==> src/rtl/seg7_scan_ctrl_if.sv <==
// Display-load handshake and multiplexed 7-segment drive lines for seg7_scan_ctrl.
interface seg7_scan_ctrl_if;
    logic        load_valid;
    logic        load_ready;
    logic [15:0] digits;
    logic [3:0]  dp;
    logic        lz_en;
    logic [6:0]  seg7out;
    logic        seg7dp;
    logic [3:0]  seg7com;
    logic        frame_done;

    modport master (
        output load_valid, digits, dp, lz_en,
        input  load_ready, seg7out, seg7dp, seg7com, frame_done
    );

    modport slave (
        input  load_valid, digits, dp, lz_en,
        output load_ready, seg7out, seg7dp, seg7com, frame_done
    );
endinterface

==> src/rtl/seg7_scan_ctrl.sv <==
// Four-digit multiplexed 7-segment scanner with blanking and a one-entry load buffer.
// state  | meaning
// BLANK  | all digit enables off for BLANK_CYC cycles at the start of a slot
// DRIVE  | digit idx enabled for SCAN_DIV-BLANK_CYC cycles
module seg7_scan_ctrl #(
    parameter int SCAN_DIV  = 12500,
    parameter int BLANK_CYC = 500
) (
    input  logic            clk,
    input  logic            rst,
    seg7_scan_ctrl_if.slave bus
);
    localparam int DRIVE_CYC = SCAN_DIV - BLANK_CYC;
    localparam int CW        = (SCAN_DIV > 2) ? $clog2(SCAN_DIV) : 1;

    typedef enum logic {ST_BLANK, ST_DRIVE} state_t;

    state_t        state, state_n;
    logic [1:0]    idx, idx_n;
    logic [CW-1:0] cnt, cnt_n;
    logic [15:0]   act_digits, pend_digits;
    logic [3:0]    act_dp, pend_dp;
    logic          pend_full;
    logic [6:0]    seg_r, seg_n;
    logic          dp_r, dp_n;
    logic [3:0]    com_r, com_n;
    logic          fd_r, fd_n;
    logic          last_blank, last_drive, boundary, accept, suppress;
    logic [3:0]    sel;

    function automatic logic [6:0] decode(input logic [3:0] d);
        case (d)
            4'd0:    decode = 7'b1000000;
            4'd1:    decode = 7'b1111001;
            4'd2:    decode = 7'b0100100;
            4'd3:    decode = 7'b0110000;
            4'd4:    decode = 7'b0011001;
            4'd5:    decode = 7'b0010010;
            4'd6:    decode = 7'b0000010;
            4'd7:    decode = 7'b1111000;
            4'd8:    decode = 7'b0000000;
            4'd9:    decode = 7'b0010000;
            default: decode = 7'b1111111;
        endcase
    endfunction

    always_comb begin
        last_blank = (state == ST_BLANK) && (cnt == CW'(BLANK_CYC - 1));
        last_drive = (state == ST_DRIVE) && (cnt == CW'(DRIVE_CYC - 1));
        boundary   = last_drive && (idx == 2'd3);
        accept     = bus.load_valid && !pend_full;

        state_n = state;
        idx_n   = idx;
        cnt_n   = cnt + CW'(1);
        if (last_blank) begin
            state_n = ST_DRIVE;
            cnt_n   = '0;
        end else if (last_drive) begin
            state_n = ST_BLANK;
            idx_n   = idx + 2'd1;
            cnt_n   = '0;
        end

        // Output regs carry the next state's view; active data only changes on entry to BLANK.
        sel = act_digits[{idx_n, 2'b00} +: 4];
        case (idx_n)
            2'd3:    suppress = bus.lz_en && (act_digits[15:12] == 4'd0);
            2'd2:    suppress = bus.lz_en && (act_digits[15:8] == 8'd0);
            2'd1:    suppress = bus.lz_en && (act_digits[15:4] == 12'd0);
            default: suppress = 1'b0;
        endcase

        seg_n = 7'h7F;
        dp_n  = 1'b1;
        com_n = 4'hF;
        if (state_n == ST_DRIVE) begin
            seg_n = suppress ? 7'h7F : decode(sel);
            dp_n  = ~act_dp[idx_n];
            com_n = ~(4'b0001 << idx_n);
        end
        fd_n = (state_n == ST_DRIVE) && (idx_n == 2'd3) && (cnt_n == CW'(DRIVE_CYC - 1));
    end

    always_ff @(posedge clk) begin
        if (rst) begin
            state       <= ST_BLANK;
            idx         <= 2'd0;
            cnt         <= '0;
            act_digits  <= '0;
            act_dp      <= '0;
            pend_digits <= '0;
            pend_dp     <= '0;
            pend_full   <= 1'b0;
            seg_r       <= 7'h7F;
            dp_r        <= 1'b1;
            com_r       <= 4'hF;
            fd_r        <= 1'b0;
        end else begin
            state <= state_n;
            idx   <= idx_n;
            cnt   <= cnt_n;
            seg_r <= seg_n;
            dp_r  <= dp_n;
            com_r <= com_n;
            fd_r  <= fd_n;
            if (boundary && pend_full) begin
                act_digits <= pend_digits;
                act_dp     <= pend_dp;
                pend_full  <= 1'b0;
            end
            if (accept) begin
                pend_digits <= bus.digits;
                pend_dp     <= bus.dp;
                pend_full   <= 1'b1;
            end
        end
    end

    assign bus.load_ready = !pend_full;
    assign bus.seg7out    = seg_r;
    assign bus.seg7dp     = dp_r;
    assign bus.seg7com    = com_r;
    assign bus.frame_done = fd_r;
endmodule

==> src/flat_wrapper.sv <==
// flat-port wrapper written by rule: the top's interface ports become plain ports
module seg7_scan_ctrl_flat 
#(
    parameter int SCAN_DIV  = 12500,
    parameter int BLANK_CYC = 500
)
  (clk, rst, bus_load_valid, bus_digits, bus_dp, bus_lz_en, bus_load_ready, bus_seg7out, bus_seg7dp, bus_seg7com, bus_frame_done);
  seg7_scan_ctrl_if bus_i ();
  input  logic clk;
  input  logic rst;
  input wire logic [$bits(bus_i.load_valid)-1:0] bus_load_valid;
  input wire logic [$bits(bus_i.digits)-1:0] bus_digits;
  input wire logic [$bits(bus_i.dp)-1:0] bus_dp;
  input wire logic [$bits(bus_i.lz_en)-1:0] bus_lz_en;
  output wire logic [$bits(bus_i.load_ready)-1:0] bus_load_ready;
  output wire logic [$bits(bus_i.seg7out)-1:0] bus_seg7out;
  output wire logic [$bits(bus_i.seg7dp)-1:0] bus_seg7dp;
  output wire logic [$bits(bus_i.seg7com)-1:0] bus_seg7com;
  output wire logic [$bits(bus_i.frame_done)-1:0] bus_frame_done;
  assign bus_i.load_valid = bus_load_valid;
  assign bus_i.digits = bus_digits;
  assign bus_i.dp = bus_dp;
  assign bus_i.lz_en = bus_lz_en;
  assign bus_load_ready = bus_i.load_ready;
  assign bus_seg7out = bus_i.seg7out;
  assign bus_seg7dp = bus_i.seg7dp;
  assign bus_seg7com = bus_i.seg7com;
  assign bus_frame_done = bus_i.frame_done;
  seg7_scan_ctrl #(.SCAN_DIV(SCAN_DIV), .BLANK_CYC(BLANK_CYC)) u_core (.clk(clk), .rst(rst), .bus(bus_i));
endmodule
==> config.mk <==
export PLATFORM = sky130hd
export DESIGN_NAME = seg7_scan_ctrl_flat
export DESIGN_NICKNAME = d
export VERILOG_FILES = /design/src/rtl/seg7_scan_ctrl_if.sv /design/src/rtl/seg7_scan_ctrl.sv /design/src/flat_wrapper.sv
export SDC_FILE = /design/constraint.sdc
export NUM_CORES = 1
export LEC_CHECK = 0
export CAP_MARGIN = 20
export CORE_MARGIN = 2
export CORE_UTILIZATION = 55
export DETAILED_ROUTE_END_ITERATION = 10
export HOLD_SLACK_MARGIN = 0.05
export PLACE_DENSITY = 0.85
export SLEW_MARGIN = 10
export SYNTH_ARGS = -nofsm -noshare
export SYNTH_HDL_FRONTEND = slang
export SYNTH_SLANG_ARGS = --single-unit
==> constraint.sdc <==
create_clock -name clk -period 6.96 [get_ports clk]
set_input_delay 2.088 -clock clk [delete_from_list [all_inputs] [get_ports clk]]
set_output_delay 2.088 -clock clk [all_outputs]
set_load 0.005 [all_outputs]
==> results of run 1 <==
==> through the flow <==
| step | instances | setup slack, ns | utilization |
|---|---|---|---|
| 2_1_floorplan | 374 | 3.88 | - |
| 3_3_place_gp | 464 | 3.09 | 0.645 |
| 3_5_place_dp | 465 | 3.21 | 0.647 |
| 4_1_cts | 481 | 3.58 | 0.684 |
| 5_1_grt | 481 | 3.37 | 0.684 |
| 6_report | 481 | 3.57 | 0.684 |
==> Yosys cell counts, types with 2 or more instances <==
master | n | share of area
sky130_fd_sc_hd__ha_1 | 7 | 0.027
sky130_fd_sc_hd__or3b_2 | 2 | 0.0054
sky130_fd_sc_hd__nor3b_1 | 4 | 0.0093
sky130_fd_sc_hd__or2_2 | 2 | 0.0039
sky130_fd_sc_hd__buf_1 | 2 | 0.0023
sky130_fd_sc_hd__nand3b_1 | 2 | 0.0046
sky130_fd_sc_hd__o21ai_1 | 6 | 0.0093
sky130_fd_sc_hd__nor2_1 | 23 | 0.027
sky130_fd_sc_hd__nand2_1 | 91 | 0.11
sky130_fd_sc_hd__a21oi_1 | 45 | 0.069
sky130_fd_sc_hd__and2_1 | 2 | 0.0039
sky130_fd_sc_hd__a31oi_1 | 2 | 0.0039
sky130_fd_sc_hd__nor2b_1 | 3 | 0.0058
sky130_fd_sc_hd__nand2b_1 | 4 | 0.0077
sky130_fd_sc_hd__nor4_2 | 3 | 0.012
sky130_fd_sc_hd__xnor2_1 | 8 | 0.022
sky130_fd_sc_hd__nand4b_1 | 2 | 0.0054
sky130_fd_sc_hd__o21ai_0 | 4 | 0.0062
sky130_fd_sc_hd__xor2_1 | 6 | 0.016
sky130_fd_sc_hd__or4_1 | 2 | 0.0046
sky130_fd_sc_hd__or3_1 | 2 | 0.0039
sky130_fd_sc_hd__clkbuf_1 | 12 | 0.014
sky130_fd_sc_hd__buf_2 | 4 | 0.0062
sky130_fd_sc_hd__nor3_1 | 5 | 0.0077
sky130_fd_sc_hd__nor4_1 | 3 | 0.0058
sky130_fd_sc_hd__nand3_1 | 8 | 0.012
sky130_fd_sc_hd__nand4_1 | 3 | 0.0058
sky130_fd_sc_hd__and3_1 | 4 | 0.0077
sky130_fd_sc_hd__mux4_2 | 6 | 0.042
sky130_fd_sc_hd__mux2i_1 | 7 | 0.022
sky130_fd_sc_hd__dfxtp_1 | 71 | 0.44
sky130_fd_sc_hd__buf_6 | 2 | 0.0069
sky130_fd_sc_hd__inv_1 | 7 | 0.0081
==> worst min-delay path, stage by stage, from the launching register on <==
cell and delay [ns]:
sky130_fd_sc_hd__dfxtp_1 0.31, sky130_fd_sc_hd__nand2_1 0.05, sky130_fd_sc_hd__a21oi_1 0.05
==> sequential cells by signal (all words and copies together) (netlist names), 2 cells and up <==
| signal | count |
|---|---|
| u_core.act_digits | 16 |
| u_core.act_dp | 4 |
| u_core.bus.seg7com | 4 |
| u_core.bus.seg7out | 7 |
| u_core.cnt | 14 |
| u_core.idx | 2 |
| u_core.pend_digits | 16 |
| u_core.pend_dp | 4 |
==> logic make-up (layout without fill, tap and decap cells) <==
kind of cell | count (synthesis) | after routing
AOI/OAI and AO/OA | 66 | 66
xor gates and xnor gates | 14 | 14
adders and majority gates | 7 | 7
buffers and inverters | 27 | 62
DFF | 71 | 71
muxes | 14 | 14
and+or+nand+nor | 175 | 175
==> final cells by class <==
cell class,count,area (sq um),area share
inverters,7,26.3,0.00685
clock inverters,5,56.3,0.0147
flip-flops and latches,71,1420,0.370
well taps,72,90.1,0.0235
repair buffers,39,389,0.101
clock buffers,11,151,0.0395
multi-input cells,276,1700,0.444
==> power breakdown <==
part	internal, mW	leakage, nW	switching (mW)
registers	0.414	0.576	0.00616
clock network	0.184	0.105	0.155
logic	0.0200	0.689	0.0191
==> per-layer routing <==
metal / vias to the layer above / part of all wire / wire length (microns) / global-route usage
met5: - / 0 / 0 / 0
met4: 0 / 0.019 / 118 / 0.0881
met3: 12 / 0.049 / 307 / 0.0667
met2: 68 / 0.46 / 2850 / 0.321
met1: 1205 / 0.47 / 2930 / 0.288
li1: 1342 / - / - / -
==> path summary, 6_finish.rpt <==
check | endpoint | from | slack [ns]
max | u_core.bus.seg7out[2] | rst | 3.57
min | u_core.act_dp[2] | u_core.act_dp[2] | 0.45
max reg2reg | u_core.bus.seg7out[3] | u_core.idx[0] | 3.68
min reg2reg | u_core.act_dp[2] | u_core.act_dp[2] | 0.45
==> results.yml, run 1 <==
run_status:
  run_status: "finished, final reports clean"
placed_design:
  postPlaceCellArea_sq_um: 3630
  buffer_ports.inserted: 37
  gp_routability_congestion: 0.939
  place_hpwl_microns: 4360
global_routing:
  antenna_found_initial: 0
  first_pass_grt_wire_length_microns: 10800
  grtUsageTotal: 0.214
  grt_max_degree: 48
  grt.overflow.total: 0
  vias_in_the_first_global_route: 2333
critical_path:
  timing.critical_path.from_type: "primary input"
  timing.critical_path.required_ns: 7.19
  crit_family: "compound AO/OA/AOI/OAI gates"
  timing.critical_path.depth: 5
  slowest_delay_ns: 0.49
  timing.reg2reg.worst_path_depth: 8
  crit_slowest_cell: "sky130_fd_sc_hd__a2111oi_4"
  critical_path_cell_sequence: "clkdlybuf4s50_1 -> buf_4 -> a2111oi_4 -> a21boi_2 -> o21ai_1"
  timing.critical_path.arrival_ns: 3.62
  worst-setup-path-type: "primary input to register"
  crit_path_end_kind: "register"
  critPathBufInv: 2
  worst-path-max-fanout: 47
clock_network:
  clock_tree.root_cell: "sky130_fd_sc_hd__clkbuf_8"
  clock_sinks: 71
  clk_transition_reported_paths_ns: 0.07
  cts_buffers: 9
  clk_path_buf_depth: 2
  cts.repair_timing.setup_buffer_count: 0
  cts-htree-levels: 3
  postCtsHoldBufs: 0
  worstSkewPairLatency_ns: 0.35
  cts_tree: "done"
  ctsResizeCount: 0
routing:
  first_drt_pass_iteration_count: 4
  route.detailed.drc: 0
  drt-vias-per-instance: 5.46
  wl_microns: 6210
  detail-route-antenna-nets: 0
  routed_wire_length_per_instance_microns: 12.9
  via_count: 2627
  drt_iter0_drc: 161
yosys:
  edff_count_synth: 0
  synth.lib_cells_used.distinct: 53
  avgSynthCellArea_sq_um: 8.68
  yosys.area_share.adder: 0.0270
  syn_inst: 374
  dominant_combinational_cell_family_by_area_after_synthesis: "simple AND/OR/NAND/NOR gates"
  ys_seq_elements: 71
  dominant_register_cell_in_the_synthesized_netlist: "sky130_fd_sc_hd__dfxtp_1"
  synth_sequential_area_ratio: 0.438
  synthXorXnorAreaFrac: 0.0378
  synthArstFlopShare: 0
  yosysWarnings: 0
  synth.area.mux_share: 0.0667
  synthSimpleGateAreaFrac: 0.272
  synth_fp_nets: 405
  syn_area_sq_um: 3250
  synth-compound-area-share: 0.121
cells_and_area:
  antenna_cells_inserted: 0
  layout.cells.most_common_list: "sky130_fd_sc_hd__nand2_1, sky130_fd_sc_hd__dfxtp_1, sky130_fd_sc_hd__a21oi_1"
  stdcell_area_sq_um: 3840
  share_of_final_layout_standard_cells_stronger_than_drive_strength_1: 0.0978
  syn_to_final_growth_pct: 18.2
  mostFrequentLayoutCell: "sky130_fd_sc_hd__nand2_1"
  fin_nets: 435
  fillCellCount: 478
sta:
  slew_viol_final: 0
  fin_skew_ns: 0.00602
  holdWs_ns: 0.454
  period_share: 0.487
  relSlewSlack: 0.423
  final.min_clock_period_ns: 3.39
  maximum_clock_frequency_mhz: 295
  setup_total_negative_slack_ns: 0
  rsz0062_at_grt: "no"
  final-setup-viol-count: 0
  max_slew.worst_pin.slew_ns: 0.865
  final_hold_viol_count: 0
die:
  core-area_sq_um: 5610
  chipWidth_microns: 80.8
  io_pins: 38
  initial_utilization: 0.579
  die_height_microns: 80.8
  fp.dieArea_sq_um: 6530
  rows: 27
power:
  pwr_density_cell_nw_per_um2: 208
  ir_worst_vdd_mv: 0.146
  total_power_uw: 799
  power_leakage_nw: 1.37
min_path:
  worstHoldPathType: "register to register"
  min_path_cells: 2
flow_run:
  cap_viol_max_count: 0
Note: power is estimated with default switching activity, not from simulation.
==> run 2: changes to the inputs <==
==> constraint.sdc (replaced) <==
create_clock -name clk -period 3.15 [get_ports clk]
set_input_delay 0.945 -clock clk [delete_from_list [all_inputs] [get_ports clk]]
set_output_delay 0.945 -clock clk [all_outputs]
set_load 0.005 [all_outputs]
==> results.yml, run 2 (synthesized netlist as in run 1, its figures left out) <==
clock_network:
  cts.repair_timing.setup_buffer_count: 0
  worstSkewPairLatency_ns: 0.34
  ctsResizeCount: 0
  clock_sinks: 71
  cts-htree-levels: 3
  clock_tree.root_cell: "sky130_fd_sc_hd__clkbuf_8"
  clk_transition_reported_paths_ns: 0.08
  clk_path_buf_depth: 2
  cts_tree: "done"
  cts_buffers: 9
  postCtsHoldBufs: 0
die:
  die_height_microns: 80.8
  core-area_sq_um: 5610
  initial_utilization: 0.579
  fp.dieArea_sq_um: 6530
  io_pins: 38
  chipWidth_microns: 80.8
  rows: 27
sta:
  max_slew.worst_pin.slew_ns: 0.708
  setup_ws_ns: 0.275
  fin_skew_ns: 0.00950
  final_hold_viol_count: 0
  final-setup-viol-count: 0
  rsz0062_at_grt: "no"
  period_share: 0.913
  slew_viol_final: 0
  maximum_clock_frequency_mhz: 348
  final.min_clock_period_ns: 2.87
  relSlewSlack: 0.528
  setup_total_negative_slack_ns: 0
cells_and_area:
  layout.cells.most_common_list: "sky130_fd_sc_hd__nand2_1, sky130_fd_sc_hd__dfxtp_1, sky130_fd_sc_hd__a21oi_1"
  syn_to_final_growth_pct: 17.5
  mostFrequentLayoutCell: "sky130_fd_sc_hd__nand2_1"
  fin_cells: 484
  fillCellCount: 502
  antenna_cells_inserted: 0
  layout_top_registers: "u_core.act_digits (16), u_core.pend_digits (16), u_core.cnt (14)"
  share_of_final_layout_standard_cells_stronger_than_drive_strength_1: 0.0995
  fin_nets: 438
flow_run:
  cap_viol_max_count: 0
global_routing:
  first_pass_grt_wire_length_microns: 10700
  grtUsageTotal: 0.213
  grt_max_degree: 45
  grt.overflow.total: 0
  vias_in_the_first_global_route: 2381
  antenna_found_initial: 0
power:
  power_switching_uw: 400
  clock_power_share: 0.384
  p_int_mw: 1.25
  power_leakage_nw: 1.36
  power.combinational.fraction: 0.052
  seq_power_share: 0.565
  ir_worst_vdd_mv: 0.333
  pwr_density_cell_nw_per_um2: 431
  switching_fraction: 0.243
critical_path:
  crit_path_end_kind: "register"
  critical_path_cell_sequence: "ha_1 -> mux4_2 -> mux2i_1 -> inv_1 -> ha_1 -> or2b_1 -> a21oi_1 -> o21ai_1"
  timing.critical_path.from_type: "register"
  cpMostUsedCell: "sky130_fd_sc_hd__ha_1"
  timing.critical_path.required_ns: 3.37
  timing.reg2reg.worst_path_depth: 8
  critPathBufInv: 1
  worst-path-max-fanout: 13
  crit_slowest_cell: "sky130_fd_sc_hd__ha_1"
  timing.critical_path.depth: 8
  timing.critical_path.arrival_ns: 3.09
  worst-setup-path-type: "register to register"
  slowest_delay_ns: 0.60
  crit_family: "multiplexers"
routing:
  route.detailed.drc: 0
  first_drt_pass_iteration_count: 4
  via_count: 2650
  drt-vias-per-instance: 5.48
  drt_iter0_drc: 187
  detail-route-antenna-nets: 0
  wl_microns: 6360
  routed_wire_length_per_instance_microns: 13.1
placed_design:
  buffer_ports.inserted: 37
  dpl.cell_count: 468
  gp_routability_congestion: 0.876
  place_hpwl_microns: 4380
  post-place-ws_ns: 0.259
min_path:
  worstHoldPathType: "register to register"
  min_path_cells: 2
run_status:
  run_status: "finished, final reports clean"
## run 2: worst register-to-register path, stage by stage, from the launching register on
cell and delay [ns]:
sky130_fd_sc_hd__dfxtp_1 0.44, sky130_fd_sc_hd__ha_1 0.60, sky130_fd_sc_hd__mux4_2 0.55, sky130_fd_sc_hd__mux2i_1 0.38, sky130_fd_sc_hd__inv_1 0.13, sky130_fd_sc_hd__ha_1 0.22, sky130_fd_sc_hd__or2b_1 0.22, sky130_fd_sc_hd__a21oi_1 0.14
sky130_fd_sc_hd__o21ai_1 0.08
## run 2: worst paths after layout
path | startpoint | end | slack (ns)
setup / recovery | u_core.idx[1] | u_core.bus.seg7out[3] | 0.28
setup reg to reg | u_core.idx[1] | u_core.bus.seg7out[3] | 0.28
hold reg to reg | u_core.act_dp[2] | u_core.act_dp[2] | 0.46
hold / removal | u_core.act_dp[2] | u_core.act_dp[2] | 0.46
## run 2: cell type report
| cell class | count | area [sq um] | share of cell area |
|---|---|---|---|
| Clock buffer | 11 | 131 | 0.0344 |
| Timing Repair Buffer | 42 | 408 | 0.107 |
| Multi-Input combinational cell | 276 | 1700 | 0.446 |
| Inverter | 7 | 26.3 | 0.00689 |
| Tap cell | 72 | 90.1 | 0.0236 |
| Sequential cell | 71 | 1420 | 0.373 |
| Clock inverter | 5 | 35.0 | 0.00918 |
## run 2: stage by stage
step	power [mW]	area, sq um	hold WS [ns]	util
finish	1.65	3810	0.455	0.680
global route	1.71	3810	0.481	0.680
CTS	1.66	3810	0.459	0.680
detailed placement	1.03	3650	0.447	0.651
global placement	1.03	3650	0.440	0.651
floorplan	0.992	3250	0.428	-
## run 2: power groups by stage
stage / Clock (mW) / Sequential, mW / Combinational, mW
floorplan: 0 / 0.946 / 0.0459
global placement: 0 / 0.948 / 0.0838
detailed placement: 0 / 0.949 / 0.0852
CTS: 0.643 / 0.928 / 0.0857
global route: 0.679 / 0.931 / 0.0965
finish: 0.632 / 0.929 / 0.0849
## run 2: layer usage
layer | part of all wire | wire length [microns] | GRT usage | up-vias
met5 | 0 | 0 | 0 | -
met4 | 0.027 | 170 | 0.112 | 0
met3 | 0.053 | 337 | 0.0444 | 16
met2 | 0.45 | 2850 | 0.319 | 78
met1 | 0.47 | 3010 | 0.291 | 1206
li1 | - | - | - | 1350
==> run 3: changes to the inputs <==
--- a/config.mk
+++ b/config.mk
@@ -5,6 +5,7 @@
 export SDC_FILE = /design/constraint.sdc
 export NUM_CORES = 1
 export LEC_CHECK = 0
+export ABC_AREA = 1
 export CAP_MARGIN = 20
 export CORE_MARGIN = 2
 export CORE_UTILIZATION = 55
==> constraint.sdc (replaced) <==
create_clock -name clk -period 3.2 [get_ports clk]
set_input_delay 0.96 -clock clk [delete_from_list [all_inputs] [get_ports clk]]
set_output_delay 0.96 -clock clk [all_outputs]
set_load 0.005 [all_outputs]
==> results.yml, run 3 <==
run_status:
  run_status: "finished, final reports clean"
sta:
  relSlewSlack: 0.678
  slew_viol_final: 0
  final_hold_viol_count: 0
  max_slew.worst_pin.slew_ns: 0.483
  fin_skew_ns: 0.0116
  final.min_clock_period_ns: 2.71
  final-setup-viol-count: 0
  period_share: 0.847
  maximum_clock_frequency_mhz: 369
  rsz0062_at_grt: "no"
  setup_total_negative_slack_ns: 0
yosys:
  ys_seq_elements: 71
  synthTopCellsByArea: "sky130_fd_sc_hd__dfxtp_1, sky130_fd_sc_hd__nand2_1, sky130_fd_sc_hd__o21ai_0"
  edff_count_synth: 0
  synthArstFlopShare: 0
  syn_area_sq_um: 3220
  avgSynthCellArea_sq_um: 7.42
  synth_fp_nets: 465
  synth_sequential_area_ratio: 0.441
  dominant_register_cell_in_the_synthesized_netlist: "sky130_fd_sc_hd__dfxtp_1"
  syn_inst: 434
  synth.lib_cells_used.distinct: 31
  synthMostInstantiatedCell: "sky130_fd_sc_hd__nand2_1"
  synth.largest_area_cell: "sky130_fd_sc_hd__dfxtp_1"
  yosysWarnings: 0
  ys_top_cells_by_count: "sky130_fd_sc_hd__nand2_1, sky130_fd_sc_hd__dfxtp_1, sky130_fd_sc_hd__inv_1"
  synth_largest_type_area_fraction: 0.441
cells_and_area:
  fin_nets: 502
  layout_top_registers: "u_core.act_digits (16), u_core.pend_digits (16), u_core.cnt (14)"
  antenna_cells_inserted: 0
  mostFrequentLayoutCell: "sky130_fd_sc_hd__nand2_1"
  syn_to_final_growth_pct: 19.4
  layout.cells.most_common_list: "sky130_fd_sc_hd__nand2_1, sky130_fd_sc_hd__dfxtp_1, sky130_fd_sc_hd__inv_1"
  share_of_final_layout_standard_cells_stronger_than_drive_strength_1: 0.120
critical_path:
  crit_path_end_kind: "register"
  crit_slowest_cell: "sky130_fd_sc_hd__dfxtp_1"
  timing.critical_path.arrival_ns: 2.94
  ff2ff_setup_slack_ns: 0.49
  slowest_delay_ns: 0.39
  worst-setup-path-type: "register to register"
  origin_of_the_critical_flop_to_flop_path: "u_core.cnt[0]"
  timing.reg2reg.worst_path_depth: 16
  critical_path_cell_sequence: "ha_1 -> nand3_4 -> inv_2 -> nand2_2 -> nor2_2 -> nand3_1 -> nand2_2 -> nor2_2 -> nand2_1 -> nand2_1 -> nor2_2 -> inv_1 -> ha_1 -> nand3b_1 -> nand3_1 -> nand3_1"
  timing.critical_path.required_ns: 3.42
  crit_family: "simple AND/OR/NAND/NOR gates"
  critPathBufInv: 2
  timing.rr.end: "u_core.bus.seg7out[0]"
  timing.critical_path.from_type: "register"
  worst-path-max-fanout: 11
die:
  core-area_sq_um: 5570
  fp.dieArea_sq_um: 6490
  io_pins: 38
  chipWidth_microns: 80.5
  rows: 27
  initial_utilization: 0.578
  die_height_microns: 80.5
clock_network:
  cts_buffers: 9
  clk_path_buf_depth: 2
  worstSkewPairLatency_ns: 0.35
  cts-htree-levels: 3
  cts.repair_timing.setup_buffer_count: 0
  ctsResizeCount: 0
  clock_sinks: 71
  clock_tree.root_cell: "sky130_fd_sc_hd__clkbuf_8"
  postCtsHoldBufs: 0
  cts_tree: "done"
  clk_transition_reported_paths_ns: 0.08
placed_design:
  buffer_ports.inserted: 37
  gp_routability_congestion: 0.899
  place_hpwl_microns: 4970
min_path:
  worstHoldPathType: "register to register"
  min_path_cells: 2
  holdPathEnd: "u_core.act_digits[1]"
  hold_path_startpoint: "u_core.pend_digits[1]"
routing:
  route.detailed.drc: 0
  drt_iter0_drc: 148
  wl_microns: 6920
  first_drt_pass_iteration_count: 5
  detail-route-antenna-nets: 0
  drt-vias-per-instance: 5.18
  routed_wire_length_per_instance_microns: 12.6
  via_count: 2838
global_routing:
  antenna_found_initial: 0
  grt_max_degree: 42
  grt.overflow.total: 0
  vias_in_the_first_global_route: 2699
  first_pass_grt_wire_length_microns: 11800
  grtUsageTotal: 0.236
power:
  pwr_density_cell_nw_per_um2: 446
  total_power_mw: 1.71
  power_leakage_nw: 1.61
  clock_power_share: 0.411
  power_switching_uw: 401
  power.combinational.fraction: 0.055
  p_int_mw: 1.31
  seq_power_share: 0.534
  switching_fraction: 0.234
  ir_worst_vdd_mv: 0.373
flow_run:
  cap_viol_max_count: 0
run 3: routing by layer:
layer	part of all wire	track usage	wire length [microns]
met1	0.46	0.286	3200
met2	0.47	0.391	3240
met3	0.043	0.0506	296
met4	0.026	0.124	178
met5	0	0	0
run 3: power by group through the flow:
stage          combinational [mW]  clock (mW)  sequential (mW)
6_report                   0.0943       0.705            0.916
5_1_grt                     0.106       0.750            0.918
4_1_cts                    0.0948       0.715            0.915
3_5_place_dp               0.0939           0            0.936
3_3_place_gp               0.0904           0            0.935
2_1_floorplan              0.0520           0            0.934
run 3: cell families after synthesis:
group | synth area share
simple gates | 0.276
buf+inv | 0.0866
flops | 0.441
xor+xnor | 0.0217
fa+ha+maj | 0.0272
compound gates | 0.147
run 3: worst max path at each step:
stage / endpoint / cells after the start / startpoint / slack (ns)
5_1_grt: u_core.bus.seg7out[3] / 16 / u_core.cnt[0] / 0.22
4_1_cts: u_core.bus.seg7out[0] / 16 / u_core.cnt[0] / 0.50
3_5_place_dp: u_core.bus.seg7out[0] / 16 / u_core.cnt[0] / 0.54
6_report: u_core.bus.seg7out[0] / 16 / u_core.cnt[0] / 0.49
3_3_place_gp: u_core.bus.seg7out[0] / 16 / u_core.cnt[0] / 0.67
2_1_floorplan: u_core.bus.seg7out[0] / 17 / u_core.cnt[0] / 0.95
run 3: through the flow:
stage               setup WS (ns)   util  cells  hold WS [ns]  area (sq um)
floorplan                   0.952      -    434         0.430          3220
global placement            0.671  0.655    532         0.438          3650
detailed placement          0.542  0.655    532         0.445          3650
CTS                         0.503  0.690    548         0.457          3850
global route                0.217  0.690    548         0.468          3850
finish                      0.489  0.690    548         0.456          3850
run 3: final cells by class:
cell class	count	area [sq um]
flip-flops and latches	71	1420
repair buffers	41	400
multi-input cells	291	1520
well taps	72	90.1
inverters	57	214
clock inverters	7	73.8
fillers	488	1730
clock buffers	9	124
run 3: worst min-delay path, stage by stage, from the launching register on:
cell and delay, ns:
sky130_fd_sc_hd__dfxtp_1 0.30, sky130_fd_sc_hd__inv_1 0.06, sky130_fd_sc_hd__a21oi_1 0.05
